`src/rtl/data_mem_arbiter_if.sv`:
```
// Bundle of the signals around the shared data RAM arbiter.
//   cpu_*  : processor data port (request side, grant and read return)
//   ext_*  : external master port (debug loader / DMA)
//   mem_*  : single-port synchronous RAM port
// Modports:
//   slave  : the arbiter itself (takes requests, drives grants and the RAM port)
//   master : the environment (requesters plus the RAM read data)
interface data_mem_arbiter_if #(
  parameter int unsigned ADDR_SIZE = 18,
  parameter int unsigned WORD_SIZE = 18
);

  // CPU requester
  logic                 cpu_req;
  logic                 cpu_we;
  logic [ADDR_SIZE-1:0] cpu_addr;
  logic [WORD_SIZE-1:0] cpu_wdata;
  logic                 cpu_gnt;
  logic                 cpu_rvalid;
  logic [WORD_SIZE-1:0] cpu_rdata;

  // External requester
  logic                 ext_req;
  logic                 ext_we;
  logic [ADDR_SIZE-1:0] ext_addr;
  logic [WORD_SIZE-1:0] ext_wdata;
  logic                 ext_gnt;
  logic                 ext_rvalid;
  logic [WORD_SIZE-1:0] ext_rdata;

  // RAM port
  logic                 mem_we;
  logic [ADDR_SIZE-1:0] mem_addr;
  logic [WORD_SIZE-1:0] mem_wdata;
  logic [WORD_SIZE-1:0] mem_rdata;

  modport slave (
    input  cpu_req, cpu_we, cpu_addr, cpu_wdata,
    output cpu_gnt, cpu_rvalid, cpu_rdata,
    input  ext_req, ext_we, ext_addr, ext_wdata,
    output ext_gnt, ext_rvalid, ext_rdata,
    output mem_we, mem_addr, mem_wdata,
    input  mem_rdata
  );

  modport master (
    output cpu_req, cpu_we, cpu_addr, cpu_wdata,
    input  cpu_gnt, cpu_rvalid, cpu_rdata,
    output ext_req, ext_we, ext_addr, ext_wdata,
    input  ext_gnt, ext_rvalid, ext_rdata,
    input  mem_we, mem_addr, mem_wdata,
    output mem_rdata
  );

endinterface

```
`src/rtl/data_mem_arbiter.sv`:
```
// Shares one single-port synchronous data RAM between the CPU data port and an
// external master. The CPU has priority; after CPU_BURST_MAX consecutive
// contested CPU grants the external master is granted once. Read data returns
// one cycle after the grant on the port of the requester that won.
// Ports:
//   clock : single clock, all state updates on posedge
//   reset : synchronous, active-high
//   bus   : data_mem_arbiter_if.slave (cpu_*, ext_*, mem_* signals)
module data_mem_arbiter #(
  parameter int unsigned ADDR_SIZE     = 18,
  parameter int unsigned WORD_SIZE     = 18,
  parameter int unsigned CPU_BURST_MAX = 4
) (
  input  logic                 clock,
  input  logic                 reset,
  data_mem_arbiter_if.slave    bus
);

  localparam int unsigned CNT_W = $clog2(CPU_BURST_MAX + 1);
  localparam logic [CNT_W-1:0] CNT_MAX = CNT_W'(CPU_BURST_MAX);

  // Owner of the read data arriving from the RAM this cycle.
  typedef enum logic [1:0] {
    RD_NONE,
    RD_CPU,
    RD_EXT
  } rd_state_t;

  rd_state_t        rd_state;
  rd_state_t        rd_state_next;
  logic [CNT_W-1:0] cnt;
  logic [CNT_W-1:0] cnt_next;

  logic contested;
  logic force_ext;
  logic cpu_gnt;
  logic ext_gnt;

  // ---------------------------------------------------------------------------
  // Grant decision: purely combinational from the requests and the registered
  // starvation counter. Reset suppresses every grant so nothing touches the RAM.
  // ---------------------------------------------------------------------------
  always_comb begin
    contested = bus.cpu_req && bus.ext_req;
    force_ext = contested && (cnt == CNT_MAX);
    cpu_gnt   = 1'b0;
    ext_gnt   = 1'b0;
    if (!reset) begin
      cpu_gnt = bus.cpu_req && !force_ext;
      ext_gnt = bus.ext_req && (!bus.cpu_req || force_ext);
    end
  end

  // Starvation counter: counts contested CPU wins, cleared by any ext grant,
  // untouched by uncontested CPU grants. It never passes CNT_MAX because a
  // contested cycle at CNT_MAX always goes to the external master.
  always_comb begin
    cnt_next = cnt;
    if (ext_gnt) begin
      cnt_next = '0;
    end else if (cpu_gnt && contested && (cnt != CNT_MAX)) begin
      cnt_next = cnt + CNT_W'(1);
    end
  end

  always_ff @(posedge clock) begin
    if (reset) begin
      cnt <= '0;
    end else begin
      cnt <= cnt_next;
    end
  end

  // ---------------------------------------------------------------------------
  // RAM port: driven by the winner; with no grant the CPU side is presented
  // with the write enable forced low.
  // ---------------------------------------------------------------------------
  always_comb begin
    bus.mem_we    = 1'b0;
    bus.mem_addr  = bus.cpu_addr;
    bus.mem_wdata = bus.cpu_wdata;
    if (ext_gnt) begin
      bus.mem_we    = bus.ext_we;
      bus.mem_addr  = bus.ext_addr;
      bus.mem_wdata = bus.ext_wdata;
    end else if (cpu_gnt) begin
      bus.mem_we = bus.cpu_we;
    end
  end

  always_comb begin
    bus.cpu_gnt = cpu_gnt;
    bus.ext_gnt = ext_gnt;
  end

  // ---------------------------------------------------------------------------
  // Read-return tracking: state register / next-state / outputs.
  // ---------------------------------------------------------------------------
  always_ff @(posedge clock) begin
    if (reset) begin
      rd_state <= RD_NONE;
    end else begin
      rd_state <= rd_state_next;
    end
  end

  // Every cycle is independent: the owner of next cycle's data is decided only
  // by this cycle's grant, so back-to-back reads need no extra state.
  always_comb begin
    rd_state_next = RD_NONE;
    if (cpu_gnt && !bus.cpu_we) begin
      rd_state_next = RD_CPU;
    end else if (ext_gnt && !bus.ext_we) begin
      rd_state_next = RD_EXT;
    end
  end

  // The registered owner is masked by reset so a read granted in the cycle
  // before reset rises never surfaces as rvalid while reset is held.
  always_comb begin
    bus.cpu_rvalid = (rd_state == RD_CPU) && !reset;
    bus.ext_rvalid = (rd_state == RD_EXT) && !reset;
    bus.cpu_rdata  = bus.mem_rdata;
    bus.ext_rdata  = bus.mem_rdata;
  end

endmodule

```
`src/flat_wrapper.sv`:
```
// flat-port wrapper written by rule: the top's interface ports become plain ports
module data_mem_arbiter_flat 
#(
  parameter int unsigned ADDR_SIZE     = 18,
  parameter int unsigned WORD_SIZE     = 18,
  parameter int unsigned CPU_BURST_MAX = 4
)
  (clock, reset, bus_cpu_req, bus_cpu_we, bus_cpu_addr, bus_cpu_wdata, bus_cpu_gnt, bus_cpu_rvalid, bus_cpu_rdata, bus_ext_req, bus_ext_we, bus_ext_addr, bus_ext_wdata, bus_ext_gnt, bus_ext_rvalid, bus_ext_rdata, bus_mem_we, bus_mem_addr, bus_mem_wdata, bus_mem_rdata);
  data_mem_arbiter_if #(.ADDR_SIZE(ADDR_SIZE), .WORD_SIZE(WORD_SIZE)) bus_i ();
  input  logic clock;
  input  logic reset;
  input wire logic [$bits(bus_i.cpu_req)-1:0] bus_cpu_req;
  input wire logic [$bits(bus_i.cpu_we)-1:0] bus_cpu_we;
  input wire logic [$bits(bus_i.cpu_addr)-1:0] bus_cpu_addr;
  input wire logic [$bits(bus_i.cpu_wdata)-1:0] bus_cpu_wdata;
  output wire logic [$bits(bus_i.cpu_gnt)-1:0] bus_cpu_gnt;
  output wire logic [$bits(bus_i.cpu_rvalid)-1:0] bus_cpu_rvalid;
  output wire logic [$bits(bus_i.cpu_rdata)-1:0] bus_cpu_rdata;
  input wire logic [$bits(bus_i.ext_req)-1:0] bus_ext_req;
  input wire logic [$bits(bus_i.ext_we)-1:0] bus_ext_we;
  input wire logic [$bits(bus_i.ext_addr)-1:0] bus_ext_addr;
  input wire logic [$bits(bus_i.ext_wdata)-1:0] bus_ext_wdata;
  output wire logic [$bits(bus_i.ext_gnt)-1:0] bus_ext_gnt;
  output wire logic [$bits(bus_i.ext_rvalid)-1:0] bus_ext_rvalid;
  output wire logic [$bits(bus_i.ext_rdata)-1:0] bus_ext_rdata;
  output wire logic [$bits(bus_i.mem_we)-1:0] bus_mem_we;
  output wire logic [$bits(bus_i.mem_addr)-1:0] bus_mem_addr;
  output wire logic [$bits(bus_i.mem_wdata)-1:0] bus_mem_wdata;
  input wire logic [$bits(bus_i.mem_rdata)-1:0] bus_mem_rdata;
  assign bus_i.cpu_req = bus_cpu_req;
  assign bus_i.cpu_we = bus_cpu_we;
  assign bus_i.cpu_addr = bus_cpu_addr;
  assign bus_i.cpu_wdata = bus_cpu_wdata;
  assign bus_cpu_gnt = bus_i.cpu_gnt;
  assign bus_cpu_rvalid = bus_i.cpu_rvalid;
  assign bus_cpu_rdata = bus_i.cpu_rdata;
  assign bus_i.ext_req = bus_ext_req;
  assign bus_i.ext_we = bus_ext_we;
  assign bus_i.ext_addr = bus_ext_addr;
  assign bus_i.ext_wdata = bus_ext_wdata;
  assign bus_ext_gnt = bus_i.ext_gnt;
  assign bus_ext_rvalid = bus_i.ext_rvalid;
  assign bus_ext_rdata = bus_i.ext_rdata;
  assign bus_mem_we = bus_i.mem_we;
  assign bus_mem_addr = bus_i.mem_addr;
  assign bus_mem_wdata = bus_i.mem_wdata;
  assign bus_i.mem_rdata = bus_mem_rdata;
  data_mem_arbiter #(.ADDR_SIZE(ADDR_SIZE), .WORD_SIZE(WORD_SIZE), .CPU_BURST_MAX(CPU_BURST_MAX)) u_core (.clock(clock), .reset(reset), .bus(bus_i));
endmodule
```
`config.mk`:
```
export PLATFORM = sky130hd
export DESIGN_NAME = data_mem_arbiter_flat
export DESIGN_NICKNAME = d
export VERILOG_FILES = /design/src/rtl/data_mem_arbiter_if.sv /design/src/rtl/data_mem_arbiter.sv /design/src/flat_wrapper.sv
export SDC_FILE = /design/constraint.sdc
export NUM_CORES = 1
export LEC_CHECK = 0
export CAP_MARGIN = 20
export CORE_UTILIZATION = 20
export DETAILED_ROUTE_END_ITERATION = 12
export GPL_TIMING_DRIVEN = 0
export PLACE_DENSITY_LB_ADDON = 0.05
export SLEW_MARGIN = 25
export SYNTH_ARGS = -nofsm -noshare
export SYNTH_HDL_FRONTEND = slang
export SYNTH_SLANG_ARGS = --single-unit
export TNS_END_PERCENT = 100
```
`constraint.sdc`:
```
create_clock -name clock -period 1.8 [get_ports clock]
set_input_delay 0.27 -clock clock [delete_from_list [all_inputs] [get_ports clock]]
set_output_delay 0.27 -clock clock [all_outputs]
set_load 0.05 [all_outputs]
```
Yosys cells after proc, flatten, opt, wreduce, memory -nomap -nowiden:

Index checks and enable logic that the tools add are counted.

* output and inout port bits: 77
* bits of input ports: 96
* flip-flop bits (word level): 5
* logic and storage cells: 34

* reduce and logical (&&, ||, !) cells: 18
* equal/unequal tests: 4
* mux-type cells: 8
* add/sub/neg operators: 1

Operators by type and width (number)
* $mux W18: 2
* $logic_and A1 B1 Y1: 10
* $logic_not A1 Y1: 5
* $mux W1: 5
* $reduce_or A2 Y1: 2
* $add A3 B1 Y3 const B: 1
* $eq A3 B3 Y1 const B: 1
* $ne A3 B3 Y1 const B: 1
* $eq A2 B1 Y1 const B: 1
* $eq A2 B2 Y1 const B: 1
* $mux W2: 1
* $logic_or A1 B1 Y1: 1

Logic depth before layout (Yosys ltp):

* depth after elaboration: 8
* depth in mapped cells: 7
* mapped depth without buffers: 5

Worst setup path before layout:

Ideal clock, no wire load.

* path type: register -> output
* start: register u_core.cnt[0]
* end: output bus_mem_we
* data required time: 1.530 ns
* cell stages (with the launch flop): 5
* arrival: 2.606 ns
* buffers on the path: 0
* setup slack: -1.076 ns
* path through: dfxtp_1 > inv_1 > ha_1 > a311oi_1 > a22o_1

* word-level cells in the longest chain between the ends: 7
* elaborated cells between the ends (all ways): 10
* classes of those cells: eq/ne: 1; mux: 4; reduce/logical: 5

Ends and longest elaborated chain
* start, declared: RTL line data_mem_arbiter.sv:31 `logic [CNT_W-1:0] cnt;`
* start signal, assigned: RTL line data_mem_arbiter.sv:70 `cnt <= cnt_next;`
* $eq A3 B3 Y1: RTL line data_mem_arbiter.sv:45 `force_ext = contested && (cnt == CNT_MAX);`
* $logic_and A1 B1 Y1: RTL line data_mem_arbiter.sv:45
* $logic_not A1 Y1: RTL line data_mem_arbiter.sv:49 `cpu_gnt = bus.cpu_req && !force_ext;`
* $logic_and A1 B1 Y1: RTL line data_mem_arbiter.sv:49
* $mux W1: RTL line data_mem_arbiter.sv:48 `if (!reset) begin`
* via bus_cpu_gnt: RTL line flat_wrapper.sv:16 `output wire logic [$bits(bus_i.cpu_gnt)-1:0] bus_cpu_gnt;`
* $mux W1: RTL line data_mem_arbiter.sv:86 `end else if (cpu_gnt) begin`
* $mux W1: RTL line data_mem_arbiter.sv:82 `if (ext_gnt) begin`
* end, declared: RTL line flat_wrapper.sv:26 `output wire logic [$bits(bus_i.mem_we)-1:0] bus_mem_we;`

The timed path passes the listed nets, and every way through them passes these cells.

Final worst setup path:

* start: register u_core.cnt[0]
* end: output bus_mem_addr[13]

* word-level cells in the longest chain between the ends: 6

Ends and longest elaborated chain
* $eq A3 B3 Y1: RTL line data_mem_arbiter.sv:45
* $logic_and A1 B1 Y1: RTL line data_mem_arbiter.sv:45
* $logic_or A1 B1 Y1: RTL line data_mem_arbiter.sv:50 `ext_gnt = bus.ext_req && (!bus.cpu_req || force_ext);`
* $logic_and A1 B1 Y1: RTL line data_mem_arbiter.sv:50
* $mux W1: RTL line data_mem_arbiter.sv:48
* $mux W18: RTL line data_mem_arbiter.sv:82
* end, declared: RTL line flat_wrapper.sv:27 `output wire logic [$bits(bus_i.mem_addr)-1:0] bus_mem_addr;`

No other way between the ends.

==> metrics.txt <==
# TYPE chip_impl_metric gauge
chip_impl_metric{name="critical_path_peak_fanout",unit=""} 10
chip_impl_metric{name="htree_num_levels",unit=""} 1
chip_impl_metric{name="numPortBuffers",unit=""} 153
chip_impl_metric{name="synth-seq-cells",unit=""} 5
chip_impl_metric{name="detailed_route_drc_error_count",unit=""} 0
chip_impl_metric{name="num_vias",unit=""} 1327
chip_impl_metric{name="clock_insertion_delay_worst_skew",unit="ns"} 0.23
chip_impl_metric{name="power.sequential.fraction",unit="%"} 8.7
chip_impl_metric{name="syn2layout_area_growth",unit="%"} 174
chip_impl_metric{name="power.internal",unit="uW"} 758
chip_impl_metric{name="register_area",unit="um^2"} 103
chip_impl_metric{name="path_clk_slew",unit="ns"} 0.04
chip_impl_info{name="failed_checks",value="negative setup slack"} 1
chip_impl_metric{name="dr.first_iter.drc_count",unit=""} 14
chip_impl_metric{name="placed_cell_area",unit="um^2"} 2760
chip_impl_metric{name="core_area",unit="um^2"} 5170
chip_impl_info{name="regToRegEndpoint",value="u_core.rd_state[0]"} 1
chip_impl_metric{name="setup.reg_to_reg.worst_slack",unit="ns"} 0.59
chip_impl_metric{name="finClkSkew",unit="ns"} 0.00383
chip_impl_info{name="cts_tree",value="built"} 1
chip_impl_info{name="cp_endpoint_kind",value="primary output"} 1
chip_impl_metric{name="timing.hold.ws",unit="ns"} 0.346
chip_impl_metric{name="antenna_found_initial",unit=""} 0
chip_impl_info{name="hold_path_startpoint",value="reset"} 1
chip_impl_metric{name="synth_seq_area_share",unit="%"} 9.25
chip_impl_metric{name="finalWirelength",unit="um"} 4510
chip_impl_metric{name="synth.cell_area",unit="um^2"} 1080
chip_impl_metric{name="drt-wirelength-per-cell",unit="um"} 13.2
chip_impl_metric{name="first_global_vias",unit=""} 1152
chip_impl_metric{name="vdd.ir_drop.worst",unit="mV"} 0.350
chip_impl_metric{name="slew-limit-headroom",unit="%"} 66.1
chip_impl_metric{name="syn-num-nets",unit=""} 204
chip_impl_metric{name="synth_cells",unit=""} 106
chip_impl_info{name="crit_path_start_kind",value="flop"} 1
chip_impl_metric{name="dpl_worst_slack",unit="ns"} -1.09
chip_impl_info{name="cp_common_cell",value="sky130_fd_sc_hd__buf_6"} 1
chip_impl_metric{name="pin_count",unit=""} 173
chip_impl_info{name="hold_path_class",value="input port to flop"} 1
chip_impl_metric{name="ant_nets",unit=""} 0
chip_impl_metric{name="powerDensity",unit="nW/um^2"} 453
chip_impl_metric{name="cts.sink_count",unit=""} 5
chip_impl_info{name="critical_path.slowest_cell",value="sky130_fd_sc_hd__dfxtp_2"} 1
chip_impl_metric{name="ys.warnings.count",unit=""} 0
chip_impl_metric{name="swShare",unit="%"} 43.5
chip_impl_metric{name="p_leak",unit="uW"} 0.00133
chip_impl_metric{name="number_of_placement_rows",unit=""} 26
chip_impl_metric{name="timing.final.hold_violations",unit=""} 0
chip_impl_metric{name="power_frac_clock",unit="%"} 16.0
chip_impl_metric{name="drive_gt1_share",unit="%"} 50.7
chip_impl_metric{name="numCtsBuffers",unit=""} 3
chip_impl_metric{name="switching_power",unit="uW"} 584
chip_impl_metric{name="timing.final.setup_violations",unit=""} 37
chip_impl_metric{name="average_size_of_a_mapped_cell",unit="um^2"} 10.2
chip_impl_info{name="critical_path_class",value="flop to primary output"} 1
chip_impl_info{name="worstReg2RegStart",value="u_core.cnt[0]"} 1
chip_impl_metric{name="initial_core_util",unit="%"} 20.9
chip_impl_metric{name="globalRoute.totalOverflow",unit=""} 0
chip_impl_metric{name="reg2reg_depth",unit=""} 5
chip_impl_metric{name="finalCritPeriodShare",unit="%"} 113
chip_impl_metric{name="worstPathRequired",unit="ns"} 1.53
chip_impl_metric{name="multi_input_combinational_cell_area",unit="um^2"} 731
chip_impl_metric{name="ys_types",unit=""} 22
chip_impl_metric{name="slew_violations",unit=""} 0
chip_impl_metric{name="power.share.combinational",unit="%"} 75.3
chip_impl_metric{name="final_core_utilization",unit="%"} 57.3
chip_impl_metric{name="grt.total_usage",unit="%"} 13.4
chip_impl_metric{name="dp_hpwl",unit="um"} 3660
chip_impl_metric{name="clk_path_buf_depth",unit=""} 2
chip_impl_info{name="run_status",value="finished with violations"} 1
chip_impl_metric{name="critical_path.max_stage_delay",unit="ns"} 0.31
chip_impl_metric{name="final_critical_path_setup_slack",unit="ns"} -0.236
chip_impl_metric{name="worst_slew_pin_slew",unit="ns"} 0.507
chip_impl_metric{name="grt_start_max_net_pins",unit=""} 11
chip_impl_metric{name="total_of_fill_cells_in_the_finished_design",unit=""} 451
chip_impl_metric{name="floorplan.die_area",unit="um^2"} 5710
chip_impl_metric{name="cp.arrival",unit="ns"} 1.77
chip_impl_info{name="ctsRootBufferMaster",value="sky130_fd_sc_hd__clkbuf_8"} 1
chip_impl_metric{name="antenna_diode_count",unit=""} 0
chip_impl_metric{name="vias_per_cell",unit=""} 3.88
chip_impl_metric{name="finish.instance_area",unit="um^2"} 2960
chip_impl_info{name="grt_setup_unrepaired",value="yes"} 1
chip_impl_metric{name="fmax",unit="MHz"} 491
chip_impl_metric{name="die_x",unit="um"} 75.6
chip_impl_metric{name="fin_nets",unit=""} 371
chip_impl_metric{name="cap_viol_max_count",unit=""} 0
chip_impl_metric{name="die_extent_in_y",unit="um"} 75.6
chip_impl_metric{name="1st_pass_router_iterations",unit=""} 3
chip_impl_metric{name="whs_path_depth",unit=""} 2
chip_impl_metric{name="gp_congestion",unit=""} 0.739
chip_impl_metric{name="fin_total_pwr",unit="uW"} 1340
chip_impl_metric{name="finalWorstPathRequiredPeriod",unit="ns"} 2.04
chip_impl_metric{name="grt_first_pass_wirelength",unit="um"} 5790
chip_impl_metric{name="cts_hold_buf",unit=""} 0
chip_impl_info{name="crit_chain",value="inv_2, ha_4, a21boi_4, nor3_4, buf_6, buf_12, mux2_4, buf_6"} 1
chip_impl_info{name="worst_min_delay_path_endpoint",value="u_core.cnt[1]"} 1
## metrics by stage
stage	instances	setup TNS, ns
after floorplan	106	-0.932
after global placement	329	-39.58
after detailed placement	329	-38.81
after CTS	341	-9.96
after global routing	342	-10.35
final	342	-7.70
## worst max path at each step
stage,start,end,cells past startpoint
global route,u_core.cnt[0],bus_mem_addr[11],8
floorplan,reset,bus_cpu_rvalid,2
detailed placement,bus_ext_req,bus_mem_wdata[5],7
global placement,bus_ext_req,bus_mem_wdata[4],7
CTS,u_core.cnt[0],bus_mem_wdata[17],8
finish,u_core.cnt[0],bus_mem_addr[13],8
## layout make-up
type | count | share of cell area [%]
multi-input cells | 56 | 24.7
plain buffers | 40 | 11.0
repair buffers | 163 | 55.9
flip-flops and latches | 5 | 3.46
inverters | 4 | 0.507
well taps | 70 | 2.96
clock buffers | 4 | 1.52
## metal layers
layer / global-route usage [%] / vias to the layer above / part of all wire, %
li1: - / 667 / -
met2: 26.3 / 73 / 54
met1: 14.0 / 583 / 35
met4: 4.53 / 0 / 0.80
met3: 2.91 / 4 / 9.8
met5: 0 / - / 0
## sequential cells by signal (all words and copies together), names as in the netlist
signal	flops
u_core.rd_state	2
u_core.cnt	3
## placed cells by master, fill, tap and decap left out, types with 2 or more instances in the layout
master	count
sky130_fd_sc_hd__a21oi_1	3
sky130_fd_sc_hd__buf_12	2
sky130_fd_sc_hd__buf_2	6
sky130_fd_sc_hd__buf_4	49
sky130_fd_sc_hd__buf_6	23
sky130_fd_sc_hd__buf_8	8
sky130_fd_sc_hd__clkbuf_8	3
sky130_fd_sc_hd__clkdlybuf4s50_1	110
sky130_fd_sc_hd__dfxtp_1	3
sky130_fd_sc_hd__dfxtp_2	2
sky130_fd_sc_hd__dlygate4sd2_1	4
sky130_fd_sc_hd__inv_2	3
sky130_fd_sc_hd__mux2_2	2
sky130_fd_sc_hd__mux2_4	34
sky130_fd_sc_hd__nand2_1	2
sky130_fd_sc_hd__nand3_1	2
sky130_fd_sc_hd__nor3b_1	3
## cells in the mapped netlist, drive strengths merged
library cell / n / area (um^2)
buf: 41 / 334
nand2: 2 / 7.51
nor3b: 3 / 22.5
nand3: 2 / 10.0
ha: 2 / 25.0
a21boi: 1 / 18.8
mux2: 36 / 480
dfxtp: 5 / 100
a311oi: 1 / 8.76
a22o: 1 / 8.76
nand4b: 1 / 8.76
a21oi: 3 / 15.0
nor2b: 1 / 6.26
nor3: 1 / 10.0
o21ai: 1 / 5.00
nor4: 1 / 6.26
inv: 4 / 15.0
## cells by family after synthesis
| kind of cell | after synthesis | share of synthesized area [%] |
|---|---|---|
| buffers and inverters | 45 | 32.3 |
| muxes | 36 | 44.4 |
| and+or+nand+nor | 11 | 6.59 |
| AOI/OAI and AO/OA | 7 | 5.20 |
| DFF | 5 | 9.25 |
| adders and majority gates | 2 | 2.31 |
## power groups by stage
stage	combinational, uW	clock (uW)	sequential (uW)
finish	1010	215	117
global route	1050	227	117
CTS	1010	222	117
detailed placement	960	0	119
global placement	955	0	118
floorplan	590	0	118
## critical path, delay by kind of cell (launching register included)
kind	cells	cell delay, ns
fa+ha+maj	1	0.14
compound gates	1	0.06
simple gates	1	0.16
buf+inv	4	0.55
flops	1	0.31
mux	1	0.31
## repair_timing
item,4_1_cts,5_1_grt
hold endpoints to repair,0,0
gates resized for setup,282,3
buffers inserted,7,1
cloned,2,0
pin swaps,3,1
setup endpoints to repair,41,39
Power figures use the tool's default switching activity.
